[config.mk]
export PLATFORM = sky130hd
export DESIGN_NAME = cycle_sequencer
export DESIGN_NICKNAME = d
export VERILOG_FILES = /design/src/rtl/cycle_sequencer.sv
export SDC_FILE = /design/constraint.sdc
export NUM_CORES = 1
export LEC_CHECK = 0
export ABC_AREA = 1
export BUFFER_PORTS_ARGS = -buffer_cell sky130_fd_sc_hd__buf_2
export CAP_MARGIN = 20
export CORE_MARGIN = 2
export CORE_UTILIZATION = 51
export DETAILED_ROUTE_END_ITERATION = 8
export PLACE_DENSITY = 0.76
export SLEW_MARGIN = 15
export SYNTH_ARGS = -nofsm -noshare
export SYNTH_HDL_FRONTEND = slang
export SYNTH_SLANG_ARGS = --single-unit
[constraint.sdc]
create_clock -name CLK -period 1.45 [get_ports CLK]
set_input_delay 0.0725 -clock CLK [delete_from_list [all_inputs] [get_ports CLK]]
set_output_delay 0.0725 -clock CLK [all_outputs]
set_load 0.02 [all_outputs]
[src/rtl/cycle_sequencer.sv]
// rtl/cycle_sequencer.sv - multi-cycle instruction phase sequencer with memory-wait timeout
//
// Purpose : steps a datapath through FETCH -> DECODE -> EXEC -> [MEM] -> WB,
//           either continuously (run) or one instruction per step rising edge.
//           FETCH and MEM wait for mem_ack; a wait longer than MEM_TIMEOUT
//           cycles traps in ERR. A decoded halt instruction traps in HALT.
// Ports   : CLK, RESET_N (async, active-low)
//           run, step, halt_instr, need_mem, mem_ack   - control inputs
//           mem_req, en_fetch, en_decode, en_exec,
//           en_mem, en_wb, instr_done                  - phase outputs
//           halted, timeout_err, state[2:0]            - status outputs
//           cycle_count[CYC_W-1:0]                     - only with CYCLE_COUNTER_EN
// Options : define CYCLE_COUNTER_EN to add the busy-cycle counter and its port.
module cycle_sequencer #(
  parameter int CYC_W       = 32,
  parameter int MEM_TIMEOUT = 15
) (
  input  logic             CLK,
  input  logic             RESET_N,
  input  logic             run,
  input  logic             step,
  input  logic             halt_instr,
  input  logic             need_mem,
  input  logic             mem_ack,
  output logic             mem_req,
  output logic             en_fetch,
  output logic             en_decode,
  output logic             en_exec,
  output logic             en_mem,
  output logic             en_wb,
  output logic             instr_done,
  output logic             halted,
  output logic             timeout_err,
  output logic [2:0]       state
`ifdef CYCLE_COUNTER_EN
  ,
  output logic [CYC_W-1:0] cycle_count
`endif
);

  typedef enum logic [2:0] {
    S_IDLE   = 3'd0,
    S_FETCH  = 3'd1,
    S_DECODE = 3'd2,
    S_EXEC   = 3'd3,
    S_MEM    = 3'd4,
    S_WB     = 3'd5,
    S_HALT   = 3'd6,
    S_ERR    = 3'd7
  } state_t;

  if (CYC_W < 1 || MEM_TIMEOUT < 1 || MEM_TIMEOUT > 255) begin : g_bad_param
    $error("cycle_sequencer: CYC_W or MEM_TIMEOUT out of range");
  end

  // The limit cycle is the one where the counter already holds MEM_TIMEOUT-1
  // un-acked cycles; an ack there still wins over the timeout.
  localparam logic [7:0] WAIT_LAST = 8'(MEM_TIMEOUT - 1);

  state_t     cur, nxt;
  logic [7:0] wait_cnt;
  logic       need_q;
  logic       step_q;
  logic       run_mode;
  logic       step_edge;
  logic       start;

  assign step_edge = step & ~step_q;
  assign start     = run | step_edge;
  assign state     = cur;

  always_comb begin
    nxt         = cur;
    mem_req     = 1'b0;
    en_fetch    = 1'b0;
    en_decode   = 1'b0;
    en_exec     = 1'b0;
    en_mem      = 1'b0;
    en_wb       = 1'b0;
    instr_done  = 1'b0;
    halted      = 1'b0;
    timeout_err = 1'b0;
    case (cur)
      S_IDLE: begin
        halted = 1'b1;
        if (start) nxt = S_FETCH;
      end
      S_FETCH: begin
        mem_req = 1'b1;
        if (mem_ack) begin
          en_fetch = 1'b1;
          nxt      = S_DECODE;
        end else if (wait_cnt == WAIT_LAST) begin
          nxt = S_ERR;
        end
      end
      S_DECODE: begin
        en_decode = 1'b1;
        nxt       = halt_instr ? S_HALT : S_EXEC;
      end
      S_EXEC: begin
        en_exec = 1'b1;
        nxt     = need_q ? S_MEM : S_WB;
      end
      S_MEM: begin
        mem_req = 1'b1;
        if (mem_ack) begin
          en_mem = 1'b1;
          nxt    = S_WB;
        end else if (wait_cnt == WAIT_LAST) begin
          nxt = S_ERR;
        end
      end
      S_WB: begin
        en_wb      = 1'b1;
        instr_done = 1'b1;
        nxt        = (run_mode && run) ? S_FETCH : S_IDLE;
      end
      S_HALT: halted = 1'b1;
      S_ERR:  timeout_err = 1'b1;
      default: nxt = S_IDLE;
    endcase
  end

  // wait_cnt is zero whenever the previous cycle was not an un-acked request,
  // so it is already clear on entry to FETCH or MEM.
  always_ff @(posedge CLK or negedge RESET_N) begin
    if (!RESET_N) begin
      cur      <= S_IDLE;
      wait_cnt <= 8'd0;
      need_q   <= 1'b0;
      step_q   <= 1'b0;
      run_mode <= 1'b0;
    end else begin
      cur    <= nxt;
      step_q <= step;
      if (mem_req && !mem_ack) wait_cnt <= wait_cnt + 8'd1;
      else                     wait_cnt <= 8'd0;
      if (cur == S_DECODE) need_q <= need_mem;
      // run wins over a coincident step edge, so it alone decides the mode.
      if (cur == S_IDLE && start) run_mode <= run;
    end
  end

`ifdef CYCLE_COUNTER_EN
  always_ff @(posedge CLK or negedge RESET_N) begin
    if (!RESET_N) begin
      cycle_count <= '0;
    end else if (cur inside {S_FETCH, S_DECODE, S_EXEC, S_MEM, S_WB}) begin
      cycle_count <= cycle_count + 1'b1;
    end
  end
`endif

endmodule

==> metrics.cfg <==
[run_status]
status=completed

[synthesis]
syn_inst=109
syn_avg_cell_area_um2=7.50
synth-compound-area-share=0.0796
synth_cell_types=19
synth-adder-area-share=0.0306
synth-xor-area-share=0.0107
synth_edf_count=0
synth.mux.area_fraction=0
yosysMostFrequentCell=nand2_1
synthDominantCellAreaShare=0.429
syn_nets=118
synth_area_leader_cell=dfrtp_1
synth.area.top_cells=dfrtp_1, nand2_1, nor2_1, inv_1, nor3b_2
synthSimpleGateAreaFrac=0.368
yosys_most_used_dff=dfrtp_1
synth_area_um2=817
synth_top_family_by_area=simple AND/OR/NAND/NOR gates
synth_common_cells=nand2_1, nor2_1, inv_1
synth_seq_cells=14
ys.warnings.count=0
synthArstFlopShare=1.00
yosysSeqAreaShare=0.429

[run]
drv_cap=0

[pwr]
power_leakage_nw=0.527
clkPwrFrac=0.399
ir_drop_mv=0.548
switching_power_uw=143
cellPowerDensity_nw_per_um2=688
p_comb_frac=0.039
intPower_uw=554
power.share.sequential=0.562
p_sw_frac=0.205

[detailed_routing]
first_iter_violations=5
wl_met2_um=859
wl_um=1620
dr_total_vias=747
drtPass1Iterations=4
m1WireLength_um=699
wire_per_inst_um=10.9
routed_via_density=5.01
ant_nets=0
dr.max_layer_used=met4
met3_wirelength_um=51
drc_errors=0

[sta]
maxSlewViolCount=0
fmax_mhz=721
period_share=0.956
skew_ps=3.32
relSlewSlack=0.788
period_needed_ps=1390
report.final.setup_viol=0
finalWorstSetupSlack_ps=64.0
tightest_slew_ps=318
rsz0062_at_grt=true
hold_violations=0

[placement]
dp_slack_ps=222
gp_congestion=0.836
hpwl_um=1260
placed_cell_area_um2=920
port_buffers=18

[die]
core_um2=1510
die_y_um=44.0
start_util=0.542
chipWidth_um=44.0
rows=14
fp.dieArea_um2=1940
ioPinCount=19

[worst_setup_path]
crit_arrival_ps=1310
crit_slowest_cell=dfrtp_2
cp.required_ps=1380
critPathLaunchType=register
cp_max_fo=5
end_kind=output pin
cp_slowest_stage_delay_ps=450
path_class=reg -> out
crit_chain=inv_2 -> nand2_1 -> nor2_2 -> inv_2 -> nor2_4 -> buf_6
crit_top_cell=inv_2

[clocking]
clk_pin_slew_worst_paths_ps=90
clk_latency_ps=280
htreeDepth=1
root_buffer=clkbuf_4
tritoncts=built
numClockSinks=14
cts.path.max_buffers=2
cts_made_buffers=3

[final_layout]
syn2layout_area_growth_pct=24.0
final_core_util=0.673
antenna_cells=0
nets=143
final_area_um2=1010
drive_gt1_frac=0.293

[min_path]
hold_path_class=in -> reg

[global_route]
antenna_found_initial=0
grt_pass1_vias=736
overflow=0
grt_pass1_wl_um=2900
track_usage=0.203
grt_max_degree=15

## per-stage QoR
step / TNS [ps] / total power [mW] / hold WS [ps] / instances
finish: 0 / 0.697 / 11.7 / 149
global route: -85.0 / 0.725 / 22.4 / 149
global placement: 0 / 0.421 / -14.7 / 142
floorplan: 0 / 0.404 / -223 / 109
detailed placement: 0 / 0.422 / -10.0 / 142
CTS: 0 / 0.711 / 5.35 / 149
## flip-flops by register name, indices dropped and copies added, names as in the netlist
register and cells:
need_q 1, step_q 1, run_mode 1, state 3
wait_cnt 8
## path summary, 6_finish.rpt
check                            start     endpoint  slack (ps)  cells after the start
setup / recovery              state[1]     en_fetch          60                      6
hold / removal                need_mem       need_q          10                      3
setup reg to reg              state[1]  wait_cnt[4]         200                      8
hold reg to reg            wait_cnt[0]  wait_cnt[0]         490                      1
max in group asynchronous      RESET_N     state[0]         950                      2
min in group asynchronous      RESET_N  wait_cnt[5]         240                      2
## layer usage
layer	GRT usage	up-vias
met5	0	-
met4	0.109	0
met3	0.0245	2
met2	0.362	10
met1	0.235	346
li1	-	389
## critical path: cells and delay by family, from the launching register on
family | cells | cell delay [ps]
and+or+nand+nor | 3 | 320
buffers and inverters | 3 | 270
DFF | 1 | 450
## kinds of logic (layout without fill, tap and decap cells)
kind of cell,count (synthesis),count (layout)
simple gates,63,63
buf+inv,17,41
flops,14,14
compound gates,12,12
fa+ha+maj,2,2
xor+xnor,1,1
## final cells by class
class                      count  area [um2]
fill                         132         493
clock buffer                   4        36.3
inverter                      16        60.1
tap                           16        20.0
sequential                    14         354
multi-input combinational     78         412
timing repair buffer          21         131
## power by group through the flow
stage               registers [mW]  clock network [mW]  logic [mW]
global route                 0.392               0.301      0.0316
finish                       0.392               0.278      0.0271
global placement             0.400                   0      0.0218
CTS                          0.392               0.293      0.0268
detailed placement           0.400                   0      0.0225
floorplan                    0.400                   0     0.00444
## placed cells by master (no fill, tap or decap)
master,Yosys,layout
nor2_1,20,17
dlygate4sd3_1,0,2
nand4_1,2,2
inv_1,15,14
nand2_4,2,2
a21oi_1,4,4
nand2_1,25,25
inv_2,1,2
buf_2,0,14
nor2_4,0,1
xnor2_1,1,1
ha_1,2,2
nor2_2,2,4
clkbuf_8,0,1
nor3b_2,3,3
nor3_1,1,1
buf_4,1,4
o21a_1,1,1
dfrtp_2,0,3
a21boi_0,1,1
clkbuf_4,0,3
buf_6,0,1
nand3_1,7,7
o21ai_0,6,6
dfrtp_1,14,11
nand2_2,1,1
## timing repair
action	in CTS	in global routing
hold buffers	2	0
pin swaps	0	1
gates resized for setup	2	11
endpoints found under the setup margin	3	6
buffers inserted	1	0
endpoints found under the hold margin	15	0
Power figures use the tool's default switching activity.
